`config.mk`:
```
export PLATFORM = sky130hd
export DESIGN_NAME = lsu_mem_stage
export DESIGN_NICKNAME = d
export VERILOG_FILES = /design/src/rtl/lsu_pkg.sv /design/src/rtl/lsu_lane_align.sv /design/src/rtl/lsu_mem_stage.sv
export SDC_FILE = /design/constraint.sdc
export NUM_CORES = 1
export LEC_CHECK = 0
export BUFFER_PORTS_ARGS = -buffer_cell sky130_fd_sc_hd__buf_2
export CAP_MARGIN = 20
export CORE_AREA = 4 4 113 115
export DETAILED_ROUTE_END_ITERATION = 8
export DIE_AREA = 0 0 117 119
export PLACE_DENSITY = 0.81
export SLEW_MARGIN = 20
export SYNTH_ARGS = -nofsm -noshare
export SYNTH_HDL_FRONTEND = slang
export SYNTH_HIERARCHICAL = 1
export SYNTH_SLANG_ARGS = --single-unit
```
`constraint.sdc`:
```
create_clock -name clk -period 2.4 [get_ports clk]
set_input_delay 0.24 -clock clk [delete_from_list [all_inputs] [get_ports clk]]
set_output_delay 0.24 -clock clk [all_outputs]
set_load 0.02 [all_outputs]
```
`src/rtl/lsu_pkg.sv`:
```
// Shared definitions for the LSU memory stage: op and state encodings,
// legal SRAM latency range and alignment helpers.
package lsu_pkg;

   typedef enum logic [2:0] {
      OP_LD_W  = 3'd0,
      OP_LD_H  = 3'd1,
      OP_LD_HU = 3'd2,
      OP_LD_B  = 3'd3,
      OP_LD_BU = 3'd4,
      OP_ST_W  = 3'd5,
      OP_ST_H  = 3'd6,
      OP_ST_B  = 3'd7
   } lsu_op_e;

   typedef enum logic [1:0] {
      S_IDLE,
      S_ACCESS,
      S_WAIT,
      S_RESP
   } lsu_state_e;

   localparam int SRAM_LAT_MIN = 1;
   localparam int SRAM_LAT_MAX = 4;

   function automatic logic is_store(lsu_op_e op);
      return (op == OP_ST_W) || (op == OP_ST_H) || (op == OP_ST_B);
   endfunction

   function automatic logic misaligned(lsu_op_e op, logic [1:0] off);
      logic r;
      case (op)
         OP_LD_W, OP_ST_W:           r = (off != 2'b00);
         OP_LD_H, OP_LD_HU, OP_ST_H: r = off[0];
         default:                    r = 1'b0;
      endcase
      return r;
   endfunction

endpackage

```
`src/rtl/lsu_lane_align.sv`:
```
// Byte-lane steering: store byte enables and data replication, load byte/half
// selection with sign or zero extension. Purely combinational.
module lsu_lane_align
   import lsu_pkg::*;
(
   input  lsu_op_e     op_i,
   input  logic [1:0]  off_i,
   input  logic [31:0] st_data_i,
   input  logic [31:0] rdata_i,
   output logic [3:0]  we_o,
   output logic [31:0] st_wdata_o,
   output logic [31:0] ld_data_o
);

   logic [7:0]  byte_w;
   logic [15:0] half_w;

   // Sub-access-size offset bits are simply not looked at, so unchecked
   // misaligned ops fall onto their naturally aligned container.
   assign byte_w = rdata_i[8*off_i +: 8];
   assign half_w = off_i[1] ? rdata_i[31:16] : rdata_i[15:0];

   always_comb begin
      we_o       = 4'b0000;
      st_wdata_o = 32'h0;
      ld_data_o  = 32'h0;
      case (op_i)
         OP_ST_W: begin
            we_o       = 4'b1111;
            st_wdata_o = st_data_i;
         end
         OP_ST_H: begin
            we_o       = 4'b0011 << {off_i[1], 1'b0};
            st_wdata_o = {2{st_data_i[15:0]}};
         end
         OP_ST_B: begin
            we_o       = 4'b0001 << off_i;
            st_wdata_o = {4{st_data_i[7:0]}};
         end
         OP_LD_W:  ld_data_o = rdata_i;
         OP_LD_H:  ld_data_o = {{16{half_w[15]}}, half_w};
         OP_LD_HU: ld_data_o = {16'h0, half_w};
         OP_LD_B:  ld_data_o = {{24{byte_w[7]}}, byte_w};
         OP_LD_BU: ld_data_o = {24'h0, byte_w};
         default:  ld_data_o = 32'h0;
      endcase
   end

endmodule

```
`src/rtl/lsu_mem_stage.sv`:
```
// LSU memory stage: one op at a time through IDLE/ACCESS/WAIT/RESP.
// Define LSU_ALIGN_CHECK_EN to raise ALE on misaligned word/halfword ops.
module lsu_mem_stage
   import lsu_pkg::*;
#(
   parameter int SRAM_LAT = 1,
   parameter int ADDR_W   = 32
) (
   input  logic              clk,
   input  logic              reset,
   input  logic              req_valid,
   output logic              req_ready,
   input  logic [2:0]        req_op,
   input  logic [ADDR_W-1:0] req_addr,
   input  logic [31:0]       req_wdata,
   input  logic [4:0]        req_dest,
   output logic              resp_valid,
   input  logic              resp_ready,
   output logic              resp_we,
   output logic [4:0]        resp_dest,
   output logic [31:0]       resp_data,
   output logic              resp_ale,
   output logic              data_sram_en,
   output logic [3:0]        data_sram_we,
   output logic [31:0]       data_sram_addr,
   output logic [31:0]       data_sram_wdata,
   input  logic [31:0]       data_sram_rdata
);

   if (SRAM_LAT < SRAM_LAT_MIN || SRAM_LAT > SRAM_LAT_MAX) begin : g_bad_lat
      $error("lsu_mem_stage: SRAM_LAT out of range");
   end

   lsu_state_e        state_q, state_d;
   lsu_op_e           op_q, op_d;
   logic [ADDR_W-1:0] addr_q, addr_d;
   logic [31:0]       wdata_q, wdata_d;
   logic [4:0]        dest_q, dest_d;
   logic [31:0]       data_q, data_d;
   logic              ale_q, ale_d;
   logic [1:0]        cnt_q, cnt_d;

   logic              ale_w;
   logic              access_w;
   logic [3:0]        we_w;
   logic [31:0]       st_wdata_w;
   logic [31:0]       ld_data_w;

`ifdef LSU_ALIGN_CHECK_EN
   assign ale_w = misaligned(lsu_op_e'(req_op), req_addr[1:0]);
`else
   assign ale_w = 1'b0;
`endif

   lsu_lane_align u_align (
      .op_i       (op_q),
      .off_i      (addr_q[1:0]),
      .st_data_i  (wdata_q),
      .rdata_i    (data_sram_rdata),
      .we_o       (we_w),
      .st_wdata_o (st_wdata_w),
      .ld_data_o  (ld_data_w)
   );

   always_ff @(posedge clk) begin
      if (reset) begin
         state_q <= S_IDLE;
         op_q    <= OP_LD_W;
         addr_q  <= '0;
         wdata_q <= 32'h0;
         dest_q  <= 5'd0;
         data_q  <= 32'h0;
         ale_q   <= 1'b0;
         cnt_q   <= 2'd0;
      end else begin
         state_q <= state_d;
         op_q    <= op_d;
         addr_q  <= addr_d;
         wdata_q <= wdata_d;
         dest_q  <= dest_d;
         data_q  <= data_d;
         ale_q   <= ale_d;
         cnt_q   <= cnt_d;
      end
   end

   always_comb begin
      state_d = state_q;
      op_d    = op_q;
      addr_d  = addr_q;
      wdata_d = wdata_q;
      dest_d  = dest_q;
      data_d  = data_q;
      ale_d   = ale_q;
      cnt_d   = cnt_q;
      case (state_q)
         S_IDLE: begin
            if (req_valid) begin
               op_d    = lsu_op_e'(req_op);
               addr_d  = req_addr;
               wdata_d = req_wdata;
               dest_d  = req_dest;
               data_d  = 32'h0;
               ale_d   = ale_w;
               state_d = ale_w ? S_RESP : S_ACCESS;
            end
         end
         S_ACCESS: begin
            cnt_d   = 2'd0;
            state_d = is_store(op_q) ? S_RESP : S_WAIT;
         end
         S_WAIT: begin
            // rdata is valid in the SRAM_LAT-th cycle after the strobe
            if (cnt_q == 2'(SRAM_LAT - 1)) begin
               data_d  = ld_data_w;
               state_d = S_RESP;
            end else begin
               cnt_d = cnt_q + 2'd1;
            end
         end
         S_RESP: begin
            if (resp_ready) state_d = S_IDLE;
         end
         default: state_d = S_IDLE;
      endcase
   end

   assign access_w        = (state_q == S_ACCESS);
   assign req_ready       = (state_q == S_IDLE);
   assign resp_valid      = (state_q == S_RESP);
   assign resp_we         = resp_valid && !is_store(op_q) && !ale_q;
   assign resp_ale        = resp_valid && ale_q;
   assign resp_dest       = dest_q;
   assign resp_data       = data_q;
   assign data_sram_en    = access_w;
   assign data_sram_we    = access_w ? we_w : 4'b0000;
   assign data_sram_addr  = access_w ? 32'({addr_q[ADDR_W-1:2], 2'b00}) : 32'h0;
   assign data_sram_wdata = access_w ? st_wdata_w : 32'h0;

endmodule

```
### Word level (Yosys, flattened, before mapping)

Cells that the tools add are included.

| operators by class | value |
|---|---|
| $add $sub $neg | 1 |
| multiply operators | 0 |
| divide/modulo/power cells | 0 |
| magnitude comparators | 0 |
| eq/ne operators | 14 |
| shift-type cells | 3 |
| muxes and demuxes | 17 |
| bitwise gates (word level) | 0 |
| reductions and logical operators | 13 |

Operator list:

| kind | count |
|---|---|
| one-hot mux 32 bit (5 select lines) | 1 |
| two-way mux 32 bit | 4 |
| one-hot mux 32 bit (3 select lines) | 1 |
| one-hot mux 32 bit (2 select lines) | 1 |
| indexed part select 32 x 6 -> 8 bit | 1 |
| two-way mux 16 bit | 1 |
| == test 3 bit (second input constant) | 4 |
| one-hot mux 4 bit (3 select lines) | 1 |
| two-way mux 2 bit | 4 |
| one-hot mux 2 bit (4 select lines) | 1 |
| == test 3 x 2 -> 1 bit (second input constant) | 2 |
| != test 2 bit (second input constant) | 3 |
| AND reduction 3 bit | 2 |
| == test 2 bit (second input constant) | 2 |
| zero test 2 bit | 2 |
| two-way mux 4 bit | 1 |
| one-hot mux 2 bit (2 select lines) | 1 |
| AND reduction 2 bit | 2 |
| nonzero test 2 bit | 2 |
| << shifter 1 x 2 -> 4 bit (first input constant) | 1 |
| << shifter 2 x 2 -> 4 bit (first input constant) | 1 |
| == test 3 x 1 -> 1 bit (second input constant) | 1 |
| zero test 3 bit | 1 |
| adder 2 x 1 -> 2 bit (second input constant) | 1 |
| other kinds (6) | 7 |

| storage, ports and cells | value |
|---|---|
| register bits after elaboration | 108 |
| bits in latches | 0 |
| memory bits (writable) | 0 |
| memory bits (read-only) | 0 |
| input bits | 108 |
| output and inout port bits | 110 |
| word-level logic and storage cells | 55 |
| memories kept | 0 |

### Longest topological paths before layout

Gate-level depths: netlist (run 1).

| depth | value |
|---|---|
| word-level depth | 5 |
| depth in mapped cells | 9 |
| mapped depth without buffers | 6 |

### Hierarchy

The synthesis (run 1) kept the hierarchy.

By module, submodules not included:

| module | times used | cells an instance | area each (um^2) | sequential area each (um^2) |
|---|---|---|---|---|
| lsu_mem_stage | 1 | 580 | 4568.1 | 2162.1 |
| lsu_lane_align | 1 | 265 | 1729.2 | 0.0 |

### Worst setup path after synthesis (run 1)

Ideal clock, no wire load.

| timing | value |
|---|---|
| path type | flip-flop to output port |
| from | reg state_q[1] |
| to | out data_sram_wdata[10] |
| arrival | 1.470 ns |
| data required time | 2.160 ns |
| setup slack | 0.690 ns |
| cell stages (with the launch flop) | 6 |
| path buffers | 2 |
| cells stage by stage | dfxtp_1 -> inv_1 -> ha_1 -> clkbuf_1 -> clkbuf_1 -> and2_1 |

| on the way | value |
|---|---|
| longest elaborated chain between the ends | 2 |

RTL lines:

| what | RTL line | source |
|---|---|---|
| from (decl) | lsu_mem_stage.sv:34 | `lsu_state_e state_q, state_d;` |
| from (signal assigned) | lsu_mem_stage.sv:76 | `state_q <= state_d;` |
| == test 2 x 1 -> 1 bit | lsu_mem_stage.sv:128 | `assign access_w = (state_q == S_ACCESS);` |
| named net data_sram_en | lsu_mem_stage.sv:23 | `output logic data_sram_en,` |
| two-way mux 32 bit | lsu_mem_stage.sv:138 | `assign data_sram_wdata = access_w ? st_wdata_w : 32'h0;` |
| to (decl) | lsu_mem_stage.sv:26 | `output logic [31:0] data_sram_wdata,` |

The timed path passes the listed nets, and every way through them passes these cells.

### Final worst setup path (run 1)

| timing | value |
|---|---|
| from | reg op_q[0] |
| to | out data_sram_wdata[24] |

| on the way | value |
|---|---|
| longest elaborated chain between the ends | 3 |
| elaborated cells on any way between the ends | 5 |
| those cells by class | eq/ne: 3; mux: 2 |

RTL lines:

| what | RTL line | source |
|---|---|---|
| from (decl) | lsu_mem_stage.sv:35 | `lsu_op_e op_q, op_d;` |
| from (signal assigned) | lsu_mem_stage.sv:77 | `op_q <= op_d;` |
| == test 3 bit | lsu_lane_align.sv:27 | `case (op_i)` |
| one-hot mux 32 bit (3 select lines) * | lsu_lane_align.sv:27 |  |
| named net st_wdata_w[24] | lsu_mem_stage.sv:46 | `logic [31:0] st_wdata_w;` |
| two-way mux 32 bit * | lsu_mem_stage.sv:138 |  |

The timed path passes the listed nets; every way through them passes the cells marked *.

==> results of run 1 <==
[through the flow]
step                      hold WS, ps  setup WS (ps)  power, mW  utilization  instance area, um^2
after floorplan                   376            690       4.49            -                 6300
after global placement            437            525       5.39        0.632                 7460
after detailed placement          442            504       5.43        0.632                 7460
after CTS                         102           84.5       7.03        0.659                 7780
after global routing              108           18.5       7.48        0.660                 7790
final                             112            121       7.02        0.660                 7790
[where the power goes]
group	switching (mW)	internal, mW
clock network	0.736	0.862
registers	0.261	2.10
logic	1.96	1.10
total	2.96	4.06
[routing by layer]
metal	track usage	up-vias	share of wire
li1	-	3243	-
met1	0.381	3066	0.42
met2	0.417	378	0.44
met3	0.0747	47	0.10
met4	0.110	0	0.028
met5	0	-	0
[state kept, by name, indices dropped and copies added, names as in the netlist]
name       cells
op_q           3
resp_dest      5
addr_q        32
cnt_q          2
resp_data     32
state_q        2
wdata_q       32
[layout by cell type, fill, tap and decap left out, types with 2 or more instances in the layout]
cell type and instances:
mux2_2 13, nand3_1 35, conb_1 3, a21o_1 16, mux4_2 4, o21ai_0 11, buf_12 7, mux2i_1 7
nand2_2 2, inv_1 7, a211oi_1 5, dfxtp_1 107, and3_1 3, buf_2 213, and2_1 78, nor3_1 4
a32oi_1 3, o2111ai_1 4, ha_1 5, o211ai_1 3, a21oi_1 132, nor2b_1 26, inv_6 4, a22o_1 3
nand2_1 192, o21a_1 2, clkbuf_16 9, a31oi_1 8, o31ai_1 33, a22oi_1 24, nor2b_2 2, buf_4 23
nor2_1 10, nand2b_1 5
[final timing paths]
kind                                to  slack, ps  cells after the start
max                data_sram_wdata[24]        120                      6
min            addr_q[21]$_SDFFE_PP0P_        110                      3
max reg2reg  resp_data[5]$_SDFFE_PP0P_        450                      8
min reg2reg     addr_q[9]$_SDFFE_PP0P_        450                      2
[area by class of cell]
cell class,count,share of cell area
Tap cell,147,0.0236
Antenna cell,1,0.000321
Sequential cell,108,0.278
Multi-Input combinational cell,648,0.477
Clock buffer,10,0.0307
Clock inverter,6,0.00979
Timing Repair Buffer,243,0.177
Inverter,8,0.00385
[worst reg2reg max path: stages, from the launching register on]
cell and delay, ps:
dfxtp_2 550, buf_4 300, buf_4 230, nand2b_1 160, nor2_1 190, o21ai_0 120, nand2_1 120, nand3_1 70
a21oi_1 130
[cell families after synthesis]
logic type,share of synthesized area
DFF,0.343
other,0.000595
buffers and inverters,0.0711
muxes,0.0529
and+or+nand+nor,0.275
adders and majority gates,0.0119
AOI/OAI and AO/OA,0.244
xor gates and xnor gates,0.00139
==> summary by stage, run 1 <==
Synth
Synthesis inferred 108 register bits. In the synthesized netlist, the cells that appear most often are nand2_1, a21oi_1, dfxtp_1. The proportion of register bits with asynchronous set or reset after synthesis is 0.

In the synthesized netlist, the number of instances is about 850. After synthesis the cells add up to about 6300 um^2. Of the post-synthesis cell area, the dominant cell type holds 0.343. The part of the Yosys area used for sequential elements is 0.343. Among all cell types in the netlist, the one instantiated most often is nand2_1. The number of distinct library cell variants in the gate-level netlist after synthesis is between 40 and 50. The leading area contributor after synthesis is dfxtp_1. The synthesized design contains 0 enable-type register cells.

The Yosys step of the flow raised 6 warnings. For this run, the leading register cell type out of synthesis is dfxtp_1. By area the synthesized netlist is led by dfxtp_1, nand2_1, a21oi_1, and2_1, o31ai_1. The mean area per synthesized cell is 7.45 um^2.

Critical path
The worst flop-to-flop path startpoint is op_q[1]$_SDFFE_PP0P_. The signal on the critical path passes through buf_4 -> mux2_2 -> a22oi_1 -> nor2b_1 -> and2_1 -> buf_2. The category of the worst setup path capture point is a primary output. The data arrival time of the critical path is between 2000 and 2500 ps.

The stage delay of the slowest cell on the critical path is between 500 and 600 ps. The worst-path cell with the longest stage delay is dfxtp_1. The critical path contains buffers and inverters numbering 2 combined. The critical path start-end classification is reg2out.

The most critical setup path has its startpoint at op_q[0]$_SDFFE_PP0P_. The required time of the critical path is 2160 ps. The family with the most delay on the worst path is flip-flops. The largest driver fanout on the critical path is 9. STA classifies the critical path startpoint as a flip-flop.

Route
The first detailed-routing pass took 7 iterations. The number of design-rule violations left by the first detailed-router iteration is 623. The routed layout has 6734 vias. The antenna violation net count after detailed routing is 0.

Dividing the detail-routed wire length by the instance count gives 16.7 um. Wires add up to 19500 um. For this run, design rule violations remaining after detail routing come to 0. After detailed routing, the number of vias per cell comes to 5.75.

Run status
The run finished with clean final reports.

Floorplanning
The die span in y is approximately 120 um. For this configuration, the core starts out at a cell density of 0.533. The count of boundary I/O pins is ~220. The floorplan row count is 40. The die footprint is 13900 um^2. The total area inside the core boundary comes to 11800 um^2.

In this run the horizontal extent of the chip is ~120 um.

Min path
The start point of the worst min-delay path is req_addr[21]. The min-delay analysis places its worst path in the category in2reg.

Placed design
The cell count after placement is 1154. During placement, the flow inserted port buffers numbering between 200 and 250. The HPWL reported at the end of detailed placement is 14000 um. The final weighted congestion of routability-driven global placement is ~1.

Layout
The number of fillers in the final layout is around 1100. The fraction of final layout cells sized beyond drive strength 1 is 0.286. After the last flow step, the layout net total stands at 1132. In the final layout, the multi-input gates occupy about 3700 um^2. The area added between synthesis and finish is 23.8%.

In the final layout, flip-flops and latches occupy 2160 um^2. The count of cells in the finished layout, fillers not included, comes to 1171.

Timing
The max-slew violation count was 0. The worst-case headroom to the max-slew limit is 0.630. The pin slew with the least headroom to its limit is roughly 550 ps. Setup violations remaining at the end of the flow were counted as 0.

Subtracting the final worst setup slack from the clock period gives ~2300 ps. The post-route fraction of the period consumed by the critical path is 0.950. Across the routed clock network, the largest skew measured is 14.2 ps. In the final timing run, aggregate negative setup slack is 0 ps. The fmax is 439 MHz. The count of final hold-check violations is 0. Setup repair after global routing left no endpoint under its margin.

Clocking
The total of cells resized after clock tree synthesis is 0. The number of buffers added for setup after CTS is 0. The number of sinks driven by the clock tree is 108. The clock latency reported for the late side of the worst-skew pair is 360 ps. The longest clock path from root to sink contains 2 buffers. The deepest level of the CTS H-tree is 3. In this run, CTS created clock tree buffers numbering 9. The hold buffer count at cts is 0. The tree is rooted in a clkbuf_16. TritonCTS built the clock tree. The register clock-pin slew on the reported worst setup and hold paths is 70 ps.

Global routing
The aggregate global-route resource usage is 0.279. The largest net degree at the start of global routing is between 70 and 80. The first-pass GRT wire length is approximately 31000 um. The leftover overflow at the end of global routing is 0. The number of antenna violations at the first check in global routing is 1.

The number of global-route vias before repair is 6204.

Pwr
For this design the ratio of total power to cell area is 901 nW/um^2. The maximum ir drop on the vdd rail is 643 uV. In this run the static leakage power is 3.55 nW.

Job
Across the run, the number of max-cap violations was 0.
Power figures use the tool's default switching activity.
==> inputs of run 2 (changes only) <==
- RECOVER_POWER: not set -> 25
==> run 2 against run 1 <==
Against the previous run:
- hold slack barely moved
- first-iteration DRC count rose by 15%
- non-clock buffer count did not move
- count of clock-buffer cells in the layout did not move
- flip-flop and latch count did not move
- final cell count did not move
- critical path type unchanged
==> summary by stage, run 2 (synthesized netlist as in run 1, its figures left out) <==
Critical path
Together, buffers and inverters on the worst path number 2. The depth of the worst register-to-register path is 6. The capture point of the worst reg-to-reg path is state_q[0]$_SDFFE_PP0P_. Along the worst path, the maximum fanout reaches 9. The stage delay of the slowest cell on the critical path is 560 ps. The worst flop-to-flop path startpoint is state_q[1]$_SDFFE_PP0P_. The slowest stage of the critical path belongs to the cell dfxtp_1. The register-to-register setup slack is 270 ps.

The logic depth of the worst path, buffers included is 6. The required time of the critical path is roughly 2200 ps. The worst setup path is of the reg2out kind. The category of the worst setup path capture point is a primary output. The type of element launching the critical path is a flip-flop. The data arrival time of the critical path is 2040 ps. The family with the most delay on the worst path is flip-flops. The critical path goes through buf_4 -> mux2_2 -> a22oi_1 -> nor2b_1 -> and2_1 -> buf_2.

Floorplanning
The initial utilization of the core area, before any placement, comes to 0.533. The standard cell core area is roughly 12000 um^2. The floorplan has 40 rows. The floorplan step defined a die boundary enclosing 13900 um^2. The die is roughly 120 um tall. In this run the count of I/O pins placed on the die edge is 218.

The width of the die is ~120 um.

Run status
The run finished with clean final reports.

Timing
Headroom to the max-slew limit came out at 0.517. The final sum of negative setup slack is 0 ps. The max-slew violation count was 0. Setup violations remaining at the end of the flow were counted as 0.

For the pin with the worst max-slew slack, the measured transition is just over 700 ps. The count of final hold-check violations is 0. Between clock sinks in the finished design, the worst skew comes to about 12 ps. The smallest clock period supported by the final layout is computed as 2280 ps.

The post-route fraction of the period consumed by the critical path is 0.951. Setup repair after global routing left no endpoint under its margin. Static timing analysis puts the maximum clock frequency at 438 MHz.

Layout
The final core utilization is 0.654. The final cell area excluding filler cells is 7730 um^2. Of the cells placed in the final design, the portion with a size suffix greater than 1 is 0.248.

Compared with the post-synthesis result, the final layout area differs by 22.7%. The finished layout holds around 1200 standard cells, fillers aside. Leaving out fill and tap cells, the most frequent cell in the layout is nand2_1. The number of nets in the layout is 1132. The library cells used most frequently in the layout, excluding fill and tap cells, are nand2_1, buf_2, a21oi_1.

Pwr
Of the total power, the share spent switching nets is 0.425. The switching component of the power is 2.96 mW. The part of the total power dissipated in the clock network is 0.230. The reported leakage power is 3.38 nW.

The share of power burned in registers is 0.340. The power per standard cell area is 900 nW/um^2. VDD sags by at most 622 uV. The share of total power dissipated in combinational logic is 0.430.

The internal power of the cells totals 4.00 mW.

Min path
The end point of the most critical hold path is addr_q[21]$_SDFFE_PP0P_. The path class of the lowest-slack min-delay path is in2reg. The number of instances on the worst hold path is 3. The start point of the worst min-delay path is req_addr[21].

Clocking
The number of clock buffers added by TritonCTS is 9. The number of sinks driven by the clock tree is 108. The deepest level of the CTS H-tree is 3. The number of buffers added for setup after CTS is 0. Clock tree synthesis selected as its root buffer the cell clkbuf_16. The register clock-pin slew on the reported worst setup and hold paths is 80 ps. TritonCTS built the clock tree.

Counting along the longest clock path gives a buffer depth of 2. The hold buffer count at cts is 0. The later pin in the worst-skew pair is clocked with a latency of 360 ps. After clock tree synthesis, the repair step resized 0 gates.

Placed design
The final weighted congestion of routability-driven global placement is 0.974. Detailed placement finished with a half-perimeter wire length of 14000 um. After detailed placement, the total cell area comes to 7460 um^2. In this run the tool buffered the top-level ports with 214 buffer cells. Once placement completed, the tool counted placed cells totaling 1154.

Global routing
The number of global-route vias before repair was about 6200. For met1 alone, demand over resource in global routing was 0.381. The total overflow left after global routing is 0. The met3 layer usage reported by global route is 0.0747. The largest net degree at the start of global routing is 73. The aggregate global-route resource usage is 0.279. The busiest metal layer after global routing is met2. For met2 alone, demand over resource in global routing was 0.417. The first global-routing pass estimated 31300 um of wire. The number of antenna violations at the first check in global routing is 1.

Route
For this run, design rule violations remaining after detail routing come to 0. Using the TritonRoute via totals, the vias-per-cell ratio works out to 5.79. The first-pass iteration count of the detailed router is 5. The first routing iteration left 718 violations. Once detail routing completed, the nets flagged for antenna violations numbered 0. Summing over every cut layer, the via total after detailed routing is 6784. The detailed-route wire length per cell is 16.8 um.

Wires add up to 19600 um.

Job
The number of max-cap violations is 0.
[run 2: cell type report]
class | instances | area, um^2
fillers | 1076 | 4080
multi-input cells | 648 | 3720
flip-flops and latches | 108 | 2160
repair buffers | 243 | 1310
clock buffers | 10 | 239
well taps | 147 | 184
clock inverters | 6 | 76.3
inverters | 8 | 30.0
diodes | 1 | 2.50
[run 2: per-stage QoR]
step | setup slack [ps] | hold slack [ps] | power [mW]
global placement | 525 | 437 | 5.39
floorplan | 690 | 376 | 4.49
CTS | 84.5 | 102 | 7.03
global route | 16.1 | 108 | 7.41
detailed placement | 504 | 442 | 5.43
finish | 118 | 112 | 6.95
[run 2: worst max path at each step]
stage / slack (ps) / start / to
2_1_floorplan: 690 / state_q[1]$_SDFFE_PP0P_ / data_sram_wdata[10]
3_3_place_gp: 530 / op_q[1]$_SDFFE_PP0P_ / data_sram_wdata[12]
3_5_place_dp: 500 / op_q[1]$_SDFFE_PP0P_ / data_sram_wdata[15]
4_1_cts: 80 / op_q[1]$_SDFFE_PP0P_ / data_sram_wdata[8]
5_1_grt: 20 / op_q[0]$_SDFFE_PP0P_ / data_sram_wdata[8]
6_report: 120 / op_q[0]$_SDFFE_PP0P_ / data_sram_wdata[28]
[run 2: metal layers]
layer	vias up	part of all wire
li1	3251	-
met1	3094	0.42
met2	391	0.45
met3	48	0.11
met4	0	0.028
met5	-	0
[run 2: power groups by stage]
stage | registers, mW | clock network [mW] | logic (mW)
CTS | 2.35 | 1.63 | 3.04
global placement | 2.38 | 0 | 3.02
floorplan | 2.38 | 0 | 2.11
detailed placement | 2.39 | 0 | 3.04
global route | 2.40 | 1.71 | 3.30
finish | 2.36 | 1.60 | 2.99
[run 2: worst reg2reg max path: cells and delay by family, from the launching register on]
family	cells	cell delay [ps]
AO/OA/AOI/OAI	2	690
adder cells (fa/ha/maj)	1	280
buffers and inverters	2	540
flip-flops	1	400
AND/OR/NAND/NOR	1	180
==> inputs of run 3 (changes only) <==
- ABC_AREA: not set -> 1
- CORE_AREA: 4 4 113 115 -> 4 4 110 112
- DIE_AREA: 0 0 117 119 -> 0 0 114 116
==> run 3 against run 2 <==
Against the previous run:
- critical path depth up 2
- critical endpoint is now data_sram_wdata[18]
- combinational power up 9.7%
- register-to-register slack better by 130 ps
- power up 5.2%
- global-route usage down 2.9 points
- clock power down 9%
- clock skew down 3.7 ps
- count of clock-buffer cells in the layout down 1
- hold slack better by 5.9 ps
- critical path type unchanged
- largest cell class unchanged
- non-clock buffer count down 18
==> summary by stage, run 3 <==
Layout
In the layout the commonest cells are nand2_1, nor2_1, buf_2. Summing all flip-flop and latch instances after layout gives 2160 um^2. The area growth from synthesis to layout is 21.3%. 0 antenna diodes ended up in the layout. The finished layout holds between 1000 and 1500 standard cells, fillers aside. For this run, the share of the core covered by cells in the final layout is 0.638. After filler insertion, the fill cell instance count of the layout stands at 1126. The footprint of the multi-input gates is a little over 3000 um^2.

In the final design database the tool counted around 1200 nets. The most common cell after layout, fill and taps aside is nand2_1. Of the cells placed in the final design, the portion with a size suffix greater than 1 is 0.198. Summing all non-filler instances in the final layout gives an area of 7160 um^2.

Placed design
After detailed placement, the total cell area comes to just under 7000 um^2. The post-place setup slack is 483 ps. The final weighted congestion of routability-driven global placement is slightly above 0.9. The cell count after placement is 1259. Input and output buffers added on the ports amount to approximately 210.

The HPWL reported at the end of detailed placement is 12100 um.

Synth
Yosys attributes the largest share of cell area to dfxtp_1, nand2_1, nor2_1, nand3_1, o21ai_0. The commonest cells after synthesis are nand2_1, nor2_1, dfxtp_1. After synthesis, the share of flip-flops with an asynchronous set or reset is 0. The area share of the leading cell type in the synthesized netlist is 0.366. Yosys mapped a number of flops with a built-in enable equal to 0.

The part of the Yosys area used for sequential elements is 0.366. The mean area per synthesized cell is 6.20 um^2. The mapped cell area is 5900 um^2.

The largest total area in the synthesized netlist belongs to dfxtp_1. Synthesis inferred 108 register bits. Synthesis handed over a netlist of 953 instances.

The number of warning messages in the yosys log is 6. For this run, the leading register cell type out of synthesis is dfxtp_1. The number of distinct library cell variants in the gate-level netlist after synthesis is 29. By instance count, the leading cell after synthesis is nand2_1.

Critical path
The worst setup path is of the reg2out kind. Data arrives at the worst endpoint at 1940 ps. Along the worst path, the maximum fanout reaches 24. The category of the worst setup path capture point is a primary output.

At the worst endpoint, the required time is 2160 ps. The worst setup path is launched from a flip-flop.

Global routing
Across every metal layer, demand over resource in global routing totals 0.250. The first global-routing pass estimated 27100 um of wire. The leftover overflow at the end of global routing is 0. The number of antenna violations at the first check in global routing is 1. The number of global-route vias before repair is between 5000 and 6000.

Entering global routing, the biggest net connects 75 pins.

Timing
The max-slew violation count came to 0. The time the worst path needs with I/O delays and setup is 2180 ps. The final-report setup violation count is 0.

The pin slew with the least headroom to its limit is 695 ps. The setup slack of the critical path after layout is 216 ps. The count of final hold-check violations was 0.

The fmax is 458 MHz. Setup repair after global routing left no endpoint under its margin. For the final database, setup skew stands at 8.65 ps. Summed over all failing endpoints, the final setup total negative slack is 0 ps.

The worst hold slack after final layout is 118 ps. The post-route fraction of the period consumed by the critical path is 0.910. The worst pin sits at a relative slew slack of 0.537.

Job
Max-cap violations in this run came to 0.

Min path
The tightest min-delay check is of the in2reg type.

Pwr
The power per standard cell area is 1020 nW/um^2. The part of the total power dissipated in the clock network is 0.200. The switching fraction of total power is 0.453. The logic gate share of total power is 0.449. The total internal power is 4.00 mW. The share of power burned in registers is 0.352. For this design the total switching power over the nets is 3.32 mW.

The post-route total power is 7.32 mW. The analysis attributes to cell leakage a power of 3.91 nW. The maximum ir drop on the vdd rail is approximately 600 uV.

Route
In this run, the number of DRC markers left after iteration 0 of detailed routing was 548. In the routed design, unresolved DRC markers number 0. The detail route stage leaves a number of antenna-violating nets equal to 0. Summing over every cut layer, the via total after detailed routing is about 6400. The total wire length is 16900 um.

In the routed layout, each cell is associated on average with a via count of 5.02. After detailed routing, the average wire length per cell comes to 13.3 um. The first-pass iteration count of the detailed router is 6.

Clocking
The register clock-pin slew on the reported worst setup and hold paths is approximately 80 ps. CTS saw 108 sinks. The deepest level of the CTS H-tree is 3. The number of clock buffers added by TritonCTS is 9.

The clock tree root buffer cell is clkbuf_16. The TritonCTS clock tree is done. The maximum number of buffers from clock root to sink is 2. The clock latency reported for the late side of the worst-skew pair is 350 ps.

Floorplanning
The initial standard-cell utilization of the core is 0.526. The floorplan has 39 rows. In this run the horizontal extent of the chip is approximately 110 um. The die is between 100 and 150 um tall. The count of boundary I/O pins is between 200 and 250. The die footprint is 13200 um^2.

The standard cell core area is 11200 um^2.

Run status
The flow ran to the end, and the final reports show no timing, DRC or antenna violations.
-- run 3: cell count changes after synthesis, moves of 54 or more --
cell     delta
nand3_1    +54
inv_1      +83
nor2_1    +180
and2_1     -79
a21oi_1    -88
o21ai_0    +66
-- run 3: timing repair --
action | in CTS | in global routing
setup buffers | 0 | 0
setup endpoints to repair | 0 | 14
gates resized for setup | 0 | 1
hold buffers | 0 | 0
-- run 3: power by group through the flow --
stage	clock network [mW]	logic, mW	registers [mW]
3_5_place_dp	0	3.34	2.60
4_1_cts	1.50	3.35	2.57
3_3_place_gp	0	3.31	2.59
6_report	1.46	3.28	2.57
2_1_floorplan	0	2.55	2.64
5_1_grt	1.56	3.71	2.63
-- run 3: cell families after synthesis --
logic type,synth area share
buf+inv,0.124
other cells,0.000635
flops,0.366
compound gates,0.121
fa+ha+maj,0.0127
simple gates,0.376
-- run 3: layout make-up --
class	count	share of cell area
tap	143	0.0250
clock buffer	9	0.0314
timing repair buffer	225	0.159
inverter	97	0.0515
multi-input combinational	686	0.421
sequential	108	0.302
clock inverter	7	0.00926
-- run 3: layer usage --
metal  share of wire  vias up  GRT usage  routed length [um]
met5         0.00071        -          0                  12
met4           0.022        2     0.0918                 365
met3           0.086       33     0.0621                1460
met2            0.47      271      0.411                8010
met1            0.42     2783      0.320                7100
li1                -     3312          -                   -
-- run 3: worst paths after layout --
kind / start / to / slack, ps / cells after the start
max: op_q[1]$_SDFFE_PP0P_ / data_sram_wdata[18] / 220 / 8
max reg2reg: state_q[0]$_SDFFE_PP0P_ / wdata_q[2]$_SDFFE_PP0P_ / 400 / 6
min reg2reg: cnt_q[0]$_SDFFE_PP0P_ / cnt_q[0]$_SDFFE_PP0P_ / 450 / 1
min: req_wdata[15] / wdata_q[15]$_SDFFE_PP0P_ / 120 / 3
-- run 3: critical path: stages (launching register included) --
cell and delay (ps):
dfxtp_1 370, inv_1 200, nand3_2 160, inv_2 340
nand2_1 110, o21ai_0 120, nand2_1 80, inv_1 50
buf_2 150
